### src/rtl/fb_pkg.sv
// Shared definitions for the camera-to-VGA double-buffered framebuffer path.
package fb_pkg;

   typedef enum logic [1:0] {
      ST_IDLE    = 2'd0,
      ST_CAPTURE = 2'd1,
      ST_HOLD    = 2'd2
   } fb_state_t;

   localparam int QQVGA_H            = 160;
   localparam int QQVGA_V            = 120;
   localparam int QQVGA_FRAME_PIXELS = QQVGA_H * QQVGA_V;
   localparam int DEFAULT_ADDR_WIDTH = 15;

endpackage

### src/rtl/fb_write_addr_gen.sv
// Per-frame pixel counter feeding the registered back-bank write port.
module fb_write_addr_gen
   import fb_pkg::*;
#(
   parameter int ADDR_WIDTH   = DEFAULT_ADDR_WIDTH,
   parameter int FRAME_PIXELS = QQVGA_FRAME_PIXELS
) (
   input  logic                  clk_25,
   input  logic                  reset,
   input  logic                  clear,
   input  logic                  capture_en,
   input  logic                  pixel_valid,
   input  logic                  bank,
   output logic [ADDR_WIDTH-1:0] pix_cnt,
   output logic                  overflow,
   output logic                  we,
   output logic [ADDR_WIDTH:0]   write_addr
);

   localparam logic [ADDR_WIDTH-1:0] FRAME_CNT = ADDR_WIDTH'(FRAME_PIXELS);

   // Count stops at FRAME_CNT; surplus strobes only mark the frame as overlong.
   always_ff @(posedge clk_25) begin
      if (reset) begin
         pix_cnt    <= '0;
         overflow   <= 1'b0;
         we         <= 1'b0;
         write_addr <= '0;
      end else begin
         we <= 1'b0;
         if (clear) begin
            pix_cnt  <= '0;
            overflow <= 1'b0;
         end else if (capture_en && pixel_valid) begin
            if (pix_cnt < FRAME_CNT) begin
               we         <= 1'b1;
               write_addr <= {bank, pix_cnt};
               pix_cnt    <= pix_cnt + 1'b1;
            end else begin
               overflow <= 1'b1;
            end
         end
      end
   end

endmodule

### src/rtl/fb_bank_ctrl.sv
// Double-buffer bank scheduler: captures into the back bank, swaps only in VGA vblank.
module fb_bank_ctrl
   import fb_pkg::*;
#(
   parameter int ADDR_WIDTH     = DEFAULT_ADDR_WIDTH,
   parameter int FRAME_PIXELS   = QQVGA_FRAME_PIXELS,
   parameter int DROP_CNT_WIDTH = 8
) (
   input  logic                      clk_25,
   input  logic                      reset,
   input  logic                      cam_frame_start,
   input  logic                      cam_frame_done,
   input  logic                      cam_pixel_valid,
   input  logic                      vga_frame_start,
   input  logic [ADDR_WIDTH-1:0]     vga_pixel_addr,
   output logic [ADDR_WIDTH:0]       read_addr,
   output logic [ADDR_WIDTH:0]       write_addr,
   output logic                      we,
   output logic                      front_bank,
   output logic                      display_valid,
   output logic                      frame_pending,
   output logic                      frame_error,
   output logic [DROP_CNT_WIDTH-1:0] drop_count
);

   localparam logic [ADDR_WIDTH-1:0] FRAME_CNT = ADDR_WIDTH'(FRAME_PIXELS);

   fb_state_t             state, state_next;
   logic [ADDR_WIDTH-1:0] pix_cnt;
   logic                  overflow;
   logic                  swap, pending_eff;
   logic                  cnt_clear, capture_en, frame_ok, frame_bad, drop_evt;

   // A swap in the same edge frees the pending slot, so a coinciding start captures.
   assign swap        = vga_frame_start & frame_pending;
   assign pending_eff = frame_pending & ~swap;
   assign read_addr   = {front_bank, vga_pixel_addr};

   always_ff @(posedge clk_25) begin
      if (reset) state <= ST_IDLE;
      else       state <= state_next;
   end

   always_comb begin
      state_next = state;
      case (state)
         ST_IDLE:    if (cam_frame_start) state_next = pending_eff ? ST_HOLD : ST_CAPTURE;
         ST_CAPTURE: if (cam_frame_start) state_next = ST_CAPTURE;
                     else if (cam_frame_done) state_next = ST_IDLE;
         ST_HOLD:    if (cam_frame_done) state_next = ST_IDLE;
         default:    state_next = ST_IDLE;
      endcase
   end

   always_comb begin
      cnt_clear  = 1'b0;
      capture_en = 1'b0;
      frame_ok   = 1'b0;
      frame_bad  = 1'b0;
      drop_evt   = 1'b0;
      case (state)
         ST_IDLE: begin
            cnt_clear = cam_frame_start & ~pending_eff;
            drop_evt  = cam_frame_start & pending_eff;
         end
         ST_CAPTURE: begin
            if (cam_frame_start) begin
               cnt_clear = 1'b1;
               frame_bad = 1'b1;
            end else if (cam_frame_done) begin
               frame_ok  = (pix_cnt == FRAME_CNT) && !overflow;
               frame_bad = !((pix_cnt == FRAME_CNT) && !overflow);
            end else begin
               capture_en = 1'b1;
            end
         end
         default: ;
      endcase
   end

   always_ff @(posedge clk_25) begin
      if (reset) begin
         front_bank    <= 1'b0;
         display_valid <= 1'b0;
         frame_pending <= 1'b0;
         frame_error   <= 1'b0;
         drop_count    <= '0;
      end else begin
         frame_error   <= frame_bad;
         frame_pending <= pending_eff | frame_ok;
         if (swap) begin
            front_bank    <= ~front_bank;
            display_valid <= 1'b1;
         end
         if (drop_evt && drop_count != {DROP_CNT_WIDTH{1'b1}})
            drop_count <= drop_count + 1'b1;
      end
   end

   fb_write_addr_gen #(
      .ADDR_WIDTH   (ADDR_WIDTH),
      .FRAME_PIXELS (FRAME_PIXELS)
   ) u_write_addr_gen (
      .clk_25      (clk_25),
      .reset       (reset),
      .clear       (cnt_clear),
      .capture_en  (capture_en),
      .pixel_valid (cam_pixel_valid),
      .bank        (~front_bank),
      .pix_cnt     (pix_cnt),
      .overflow    (overflow),
      .we          (we),
      .write_addr  (write_addr)
   );

endmodule

### config.mk
export PLATFORM = sky130hd
export DESIGN_NAME = fb_bank_ctrl
export DESIGN_NICKNAME = d
export VERILOG_FILES = /design/src/rtl/fb_pkg.sv /design/src/rtl/fb_write_addr_gen.sv /design/src/rtl/fb_bank_ctrl.sv
export SDC_FILE = /design/constraint.sdc
export NUM_CORES = 1
export LEC_CHECK = 0
export ABC_AREA = 1
export CAP_MARGIN = 20
export CORE_MARGIN = 2
export CORE_UTILIZATION = 45
export DETAILED_ROUTE_END_ITERATION = 10
export PLACE_DENSITY = 0.76
export SYNTH_ARGS = -nofsm -noshare
export SYNTH_HDL_FRONTEND = slang
export SYNTH_SLANG_ARGS = --single-unit
### constraint.sdc
create_clock -name clk_25 -period 1.7 [get_ports clk_25]
set_input_delay 0.255 -clock clk_25 [delete_from_list [all_inputs] [get_ports clk_25]]
set_output_delay 0.255 -clock clk_25 [all_outputs]
set_load 0.01 [all_outputs]
# Yosys cells after proc, flatten, opt, wreduce, memory -nomap -nowiden
# Index checks and enable logic that the tools add are counted.
# Widths: inputs -> output; s select.
[classes]
n_addsub = 2
n_mul = 0
n_div = 0
order_cmp = 1
n_eq_ne = 5
shift = 0
mux = 17
n_bitwise = 12
reduce_logical = 12
[ops]
columns = ["cell", "n"]
rows = [
  ["$add 15x1->15 const B", 1],
  ["$eq 15x15->1 const B", 1],
  ["$lt 15x15->1 const B", 1],
  ["$mux 1", 11],
  ["$add 8x1->8 const B", 1],
  ["$mux 2", 4],
  ["$ne 8x8->1 const B", 1],
  ["$not 1->1", 7],
  ["$pmux 2 s3", 1],
  ["$and 1x1->1", 4],
  ["$reduce_and 2->1", 2],
  ["$reduce_or 2->1", 2],
  ["$logic_and 1x1->1", 3],
  ["$reduce_and 3->1", 1],
  ["$reduce_or 3->1", 1],
  ["$eq 2x1->1 const B", 1],
  ["$eq 2x2->1 const B", 1],
  ["$logic_not 1->1", 2],
  ["$logic_not 2->1", 1],
  ["$ne 2x2->1 const B", 1],
  ["$pmux 1 s2", 1],
  ["$or 1x1->1", 1],
]
[totals]
regBits = 47
latchBits = 0
mem_bits_rw = 0
rom_bits = 0
input_bits = 21
memories = 0

# Depth between registers and ports, before layout
# Gate-level depths: netlist of run 1.
[logic_depth]
ltp_word = 8
ltp_mapped = 10
mapped_depth_nobuf = 9

# Cells and area by module
# From an unflattened synthesis of run 1, not the netlist that was laid out.
[unflattened]
hier_cells = 370
hier_area_um2 = 2522.4
[by_module_without_submodules]
columns = ["module", "n_inst", "cells_per_inst", "area_each_um2", "seq_area_each_um2"]
rows = [
  ["fb_write_addr_gen", 1, 219, 1545.2, 660.6],
  ["fb_bank_ctrl", 1, 151, 977.2, 280.3],
]

# Worst setup path after synthesis of run 1
# Ideal clock, no wire load.
[synth_timing]
path_kind = "reg-to-reg"
from = "register drop_count[0]"
to = "register drop_count[7]"
arrival_ns = 1.267
setup_slack_ns = 0.301
stages_incl_launch_ff = 9
n_path_buf = 0
cell_sequence = "dfxtp_1 -> ha_1 -> nand3_1 -> nor2_1 -> nand3_1 -> nand2_2 -> inv_2 -> nand2_1 -> a21oi_1"
[synth_between]
elab_chain_len = 2
elab_cells_between_ends = 3
classes_between = "add/sub: 1; eq/ne: 1; reduce/logical: 1"
[synth_lines]
columns = ["item", "line", "rtl"]
rows = [
  ["start, declared", "fb_bank_ctrl.sv:23", "output logic [DROP_CNT_WIDTH-1:0] drop_count"],
  ["start signal, assigned", "fb_bank_ctrl.sv:96", "drop_count <= drop_count + 1'b1;"],
  ["parallel branches: the longest is 2 deep, another holds $add 8x1->8", "-", ""],
]
# Several ways; the timed one is not identified.
# A chain may end at the register's enable or synchronous reset.

# Final worst setup path of run 1
[layout_timing]
from = "register drop_count[2]"
to = "output port drop_count[2]"
# No word-level cell between the ends.

==> results of run 1 <==
[sequential cells by signal, summed over array words and instances (netlist names)]
| name | cells |
|---|---|
| display_valid | 1 |
| front_bank | 1 |
| u_write_addr_gen.we | 1 |
| state | 2 |
| u_write_addr_gen.pix_cnt | 15 |
| u_write_addr_gen.write_addr | 16 |
| drop_count | 8 |
| u_write_addr_gen.overflow | 1 |
| frame_error | 1 |
| frame_pending | 1 |
[synth_stat cells (2+ instances only)]
| cell type | count |
|---|---|
| sky130_fd_sc_hd__o21ai_0 | 18 |
| sky130_fd_sc_hd__nand2_1 | 80 |
| sky130_fd_sc_hd__ha_1 | 3 |
| sky130_fd_sc_hd__nand4_1 | 7 |
| sky130_fd_sc_hd__nand2_2 | 4 |
| sky130_fd_sc_hd__buf_12 | 2 |
| sky130_fd_sc_hd__nor2_1 | 48 |
| sky130_fd_sc_hd__dfxtp_1 | 47 |
| sky130_fd_sc_hd__inv_2 | 3 |
| sky130_fd_sc_hd__nor2_2 | 11 |
| sky130_fd_sc_hd__inv_1 | 22 |
| sky130_fd_sc_hd__nand3_1 | 14 |
| sky130_fd_sc_hd__clkbuf_1 | 2 |
| sky130_fd_sc_hd__xnor2_1 | 4 |
| sky130_fd_sc_hd__xor2_1 | 6 |
| sky130_fd_sc_hd__buf_4 | 19 |
| sky130_fd_sc_hd__buf_2 | 2 |
| sky130_fd_sc_hd__nor3_1 | 2 |
| sky130_fd_sc_hd__a21oi_1 | 26 |
| sky130_fd_sc_hd__nor2_4 | 2 |
| sky130_fd_sc_hd__a31oi_1 | 2 |
[layout by cell type (no fill, tap or decap), types with 3 or more instances in the layout]
cell type	n
sky130_fd_sc_hd__nor2_1	48
sky130_fd_sc_hd__nor2_2	11
sky130_fd_sc_hd__clkbuf_8	5
sky130_fd_sc_hd__nand4_1	7
sky130_fd_sc_hd__nand3_1	14
sky130_fd_sc_hd__buf_4	9
sky130_fd_sc_hd__a21oi_1	26
sky130_fd_sc_hd__ha_1	3
sky130_fd_sc_hd__nand2_1	80
sky130_fd_sc_hd__inv_1	22
sky130_fd_sc_hd__buf_12	3
sky130_fd_sc_hd__xnor2_1	4
sky130_fd_sc_hd__nand2_2	4
sky130_fd_sc_hd__o21ai_0	18
sky130_fd_sc_hd__clkdlybuf4s50_1	35
sky130_fd_sc_hd__inv_2	3
sky130_fd_sc_hd__xor2_1	6
sky130_fd_sc_hd__dfxtp_1	47
[worst reg2reg max path, delay by kind of cell, from the launching register on]
family,cells,cell delay [ps]
buffers and inverters,2,260
AND/OR/NAND/NOR,6,660
flip-flops,1,500
[power by group through the flow]
stage | combinational (mW) | clock (mW) | sequential (mW)
finish | 0.135 | 0.665 | 1.12
detailed placement | 0.136 | 0 | 1.15
global route | 0.150 | 0.729 | 1.12
floorplan | 0.107 | 0 | 1.15
global placement | 0.135 | 0 | 1.15
CTS | 0.136 | 0.684 | 1.12
[per-stage QoR]
step           hold slack (ps)  utilization (%)  setup WS, ps  std cells  total power, mW
3_3_place_gp               445             53.5          93.7        423             1.28
2_1_floorplan              393                -           301        334             1.26
4_1_cts                    462             55.2           127        431             1.94
3_5_place_dp               448             53.5          49.3        423             1.28
5_1_grt                    484             55.2          21.1        431             2.00
6_report                   458             55.2           136        431             1.92
[logic make-up (layout without fill, tap and decap cells)]
kind of cell	after synthesis	after routing	share of synthesized area, %
AND/OR/NAND/NOR	173	173	31.9
buffers and inverters	54	81	13.4
AO/OA/AOI/OAI	47	47	9.96
flip-flops	47	47	39.4
XOR/XNOR	10	10	3.67
adder cells (fa/ha/maj)	3	3	1.57
[layout make-up]
type / count / area share (%)
clock buffers: 5 / 2.44
well taps: 70 / 3.11
multi-input cells: 233 / 39.9
repair buffers: 47 / 16.9
flip-flops and latches: 47 / 33.4
inverters: 26 / 3.55
clock inverters: 3 / 0.710
[layer usage]
layer  vias to the layer above  global-route usage, %  part of all wire (%)
met5                         -                      0                     0
met4                         0                   6.55                   2.0
met3                         7                   3.18                   5.6
met2                        53                   28.2                    46
met1                       942                   21.3                    46
li1                       1094                      -                     -
[worst max-delay path by stage]
stage / from / to / slack, ps / depth (start not counted)
3_5_place_dp: cam_frame_start / u_write_addr_gen.write_addr[12] / 50 / 9
6_report: drop_count[2] / drop_count[2] / 140 / 1
3_3_place_gp: cam_frame_start / u_write_addr_gen.write_addr[6] / 90 / 9
4_1_cts: drop_count[2] / drop_count[2] / 130 / 1
5_1_grt: drop_count[0] / drop_count[6] / 20 / 8
2_1_floorplan: drop_count[0] / drop_count[7] / 300 / 8
==> flow_summary.html, run 1 <==
<table>
<tr><th>Metric</th><th>Value</th></tr>
<tr><th colspan="2">Synth</th></tr>
<tr><td>Top cell type's share of synthesized area</td><td>about two fifths</td></tr>
<tr><td>Cell types with the largest area share after synthesis</td><td>sky130_fd_sc_hd__dfxtp_1 39%, sky130_fd_sc_hd__nand2_1 13%, sky130_fd_sc_hd__nor2_1 7.6%</td></tr>
<tr><td>Async SR Flop Fraction</td><td>0%</td></tr>
<tr><td>Count of distinct cell types in the synthesized netlist</td><td>31</td></tr>
<tr><td>Dominant register cell in the synthesized netlist</td><td>sky130_fd_sc_hd__dfxtp_1</td></tr>
<tr><td>Cell taking the most area after synthesis</td><td>sky130_fd_sc_hd__dfxtp_1</td></tr>
<tr><td>Synthesized area</td><td>between 2000 and 2500 µm²</td></tr>
<tr><td>Yosys warning total</td><td>0</td></tr>
<tr><td>Synthesized area divided by synthesized cell count</td><td>around 7.1 µm²</td></tr>
<tr><td>Number of synthesized flops with an enable pin</td><td>0</td></tr>
<tr><td>Post-synthesis cell count</td><td>334</td></tr>
<tr><td>Portion of the post-synthesis area used by sequential elements</td><td>about two fifths</td></tr>
<tr><td>Nets in the synthesized netlist</td><td>between 300 and 400</td></tr>
<tr><td>Synthesis-stage register bit count</td><td>47</td></tr>
<tr><th colspan="2">Route</th></tr>
<tr><td>Final routed DRC violation total</td><td>0</td></tr>
<tr><td>Via count</td><td>2,096</td></tr>
<tr><td>Drt first-iter violations</td><td>about 210</td></tr>
<tr><td>Detail-routed via count per cell</td><td>just under 5</td></tr>
<tr><td>Count of nets left with antenna violations after detail routing</td><td>0</td></tr>
<tr><td>WL per Instance</td><td>~11 µm</td></tr>
<tr><td>Aggregate routed wire length</td><td>between 4 and 5 mm</td></tr>
<tr><td>Number of optimization iterations in the first detailed-route pass</td><td>4</td></tr>
<tr><th colspan="2">Min path</th></tr>
<tr><td>Cell depth of the worst hold path</td><td>2</td></tr>
<tr><td>Hold Path Sink</td><td>u_write_addr_gen.overflow</td></tr>
<tr><td>Hold Crit Start</td><td>u_write_addr_gen.overflow</td></tr>
<tr><td>Type of the tightest min-delay check</td><td>register to register</td></tr>
<tr><th colspan="2">Critical path</th></tr>
<tr><td>Worst Path Class, Setup</td><td>register to primary output</td></tr>
<tr><td>FF-to-FF setup slack</td><td>around 180 ps</td></tr>
<tr><td>Maximum fanout along the worst path</td><td>6</td></tr>
<tr><td>Sort of element at the end of the critical path</td><td>primary output</td></tr>
<tr><td>Kind of cell adding the most delay to the critical path</td><td>buffers and inverters</td></tr>
<tr><td>Reg2Reg Depth</td><td>8</td></tr>
<tr><td>Crit path max-delay cell type</td><td>sky130_fd_sc_hd__clkdlybuf4s50_1</td></tr>
<tr><td>Arrival time of data at the critical path endpoint</td><td>roughly 1300 ps</td></tr>
<tr><td>Worst setup SP type</td><td>register</td></tr>
<tr><td>Crit path cell chain</td><td>clkdlybuf4s50_1</td></tr>
<tr><td>Buffer and inverter count on the worst path</td><td>1</td></tr>
<tr><td>Stage delay of the slowest cell on the critical path</td><td>around 580 ps</td></tr>
<tr><td>Required time of the critical path</td><td>roughly 1400 ps</td></tr>
<tr><td>Launch point of the worst reg-to-reg path</td><td>u_write_addr_gen.pix_cnt[11]</td></tr>
<tr><td>R2R Path End</td><td>u_write_addr_gen.write_addr[2]</td></tr>
<tr><th colspan="2">Cells and area</th></tr>
<tr><td>Total area of multi-input combinational cells</td><td>1120 µm²</td></tr>
<tr><td>Layout-stage area growth over the synthesis result</td><td>18.2%</td></tr>
<tr><td>Area occupied by registers</td><td>941 µm²</td></tr>
<tr><td>Final Net Count</td><td>~380</td></tr>
<tr><td>Final instance area</td><td>between 2000 and 3000 µm²</td></tr>
<tr><td>Share of final-layout standard cells stronger than drive strength 1</td><td>between 10% and 20%</td></tr>
<tr><td>Filler cell count</td><td>~500</td></tr>
<tr><td>Inserted Diodes</td><td>0</td></tr>
<tr><th colspan="2">Power</th></tr>
<tr><td>PwrDens</td><td>about 700 nW/µm²</td></tr>
<tr><td>Clk pwr share</td><td>between 30% and 40%</td></tr>
<tr><td>IR drop worst, VDD</td><td>roughly 390 µV</td></tr>
<tr><td>Int Power</td><td>about 1.5 mW</td></tr>
<tr><td>Fraction of power spent switching nets</td><td>between 20% and 30%</td></tr>
<tr><td>Flop pwr share</td><td>58.4%</td></tr>
<tr><td>Combinational share of power</td><td>approximately 7%</td></tr>
<tr><td>Total leakage power</td><td>between 1 and 1.5 nW</td></tr>
<tr><td>Net switching power of the design</td><td>457 µW</td></tr>
<tr><th colspan="2">Clock tree</th></tr>
<tr><td>Clock input transition at the sequential cells of the worst setup and hold paths</td><td>roughly 90 ps</td></tr>
<tr><td>TritonCTS clock tree</td><td>built</td></tr>
<tr><td>PostCTS Resize Cnt</td><td>0</td></tr>
<tr><td>Setup bufs post-CTS</td><td>0</td></tr>
<tr><td>Root buffer cell</td><td>sky130_fd_sc_hd__clkbuf_8</td></tr>
<tr><td>Worst-Skew Late Latency</td><td>roughly 300 ps</td></tr>
<tr><td>Total clock buffers created by CTS</td><td>5</td></tr>
<tr><td>Buffers from clock root to sink, at most</td><td>2</td></tr>
<tr><td>Clk sink count</td><td>47</td></tr>
<tr><td>Hold_buf cts</td><td>0</td></tr>
<tr><td>H-tree levels</td><td>2</td></tr>
<tr><th colspan="2">STA</th></tr>
<tr><td>Final slew viol count</td><td>0</td></tr>
<tr><td>Setup TNS Final</td><td>0 ps</td></tr>
<tr><td>Highest clock rate</td><td>639 MHz</td></tr>
<tr><td>Final worst clock skew</td><td>7.58 ps</td></tr>
<tr><td>Final worst path period need</td><td>roughly 1600 ps</td></tr>
<tr><td>Share of the cycle needed by the critical path after routing</td><td>92.0%</td></tr>
<tr><td>Final hold violation count</td><td>0</td></tr>
<tr><td>Finish-stage setup viols</td><td>0</td></tr>
<tr><td>Setup repair after global routing missed its margin</td><td>no</td></tr>
<tr><td>Max_slew headroom</td><td>79.4%</td></tr>
<tr><td>Actual transition at the worst max-transition pin</td><td>between 300 and 400 ps</td></tr>
<tr><th colspan="2">Placement</th></tr>
<tr><td>GP Congestion</td><td>slightly above 0.9</td></tr>
<tr><td>Sum of net half-perimeters after detailed placement</td><td>3.58 mm</td></tr>
<tr><td>Number of buffers added on ports</td><td>35</td></tr>
<tr><td>Post-place instance area</td><td>about 2700 µm²</td></tr>
<tr><th colspan="2">Global routing</th></tr>
<tr><td>Largest net degree at the start of global routing</td><td>23</td></tr>
<tr><td>Vias in the first global route</td><td>1,876</td></tr>
<tr><td>GRT Resource Usage Total</td><td>16.8%</td></tr>
<tr><td>Initial antenna violation count</td><td>0</td></tr>
<tr><td>Global-route wire length before repair</td><td>roughly 8.3 mm</td></tr>
<tr><td>Congestion Overflow GR</td><td>0</td></tr>
<tr><th colspan="2">Floorplan</th></tr>
<tr><td>Starting utilization of the core area</td><td>a little under half</td></tr>
<tr><td>Number of core rows</td><td>26</td></tr>
<tr><td>Die Ht</td><td>approximately 77 µm</td></tr>
<tr><td>Die width</td><td>76.8 µm</td></tr>
<tr><td>Die outline area</td><td>~5900 µm²</td></tr>
<tr><td>Core footprint</td><td>about 5100 µm²</td></tr>
<tr><td>Count of boundary I/O pins</td><td>66</td></tr>
<tr><th colspan="2">Flow run</th></tr>
<tr><td>Max-cap check violation count</td><td>0</td></tr>
<tr><th colspan="2">Outcome</th></tr>
<tr><td>Outcome</td><td>complete, no violations</td></tr>
</table>
(Power assumes the default switching activity.)
==> run 2: changes to the inputs <==
CAP_MARGIN = default   (was 20)
CTS_CLUSTER_SIZE = 8   (was default)
==> results of run 2 <==
No change in the layout: final DEF, timing and power equal those of run 1.
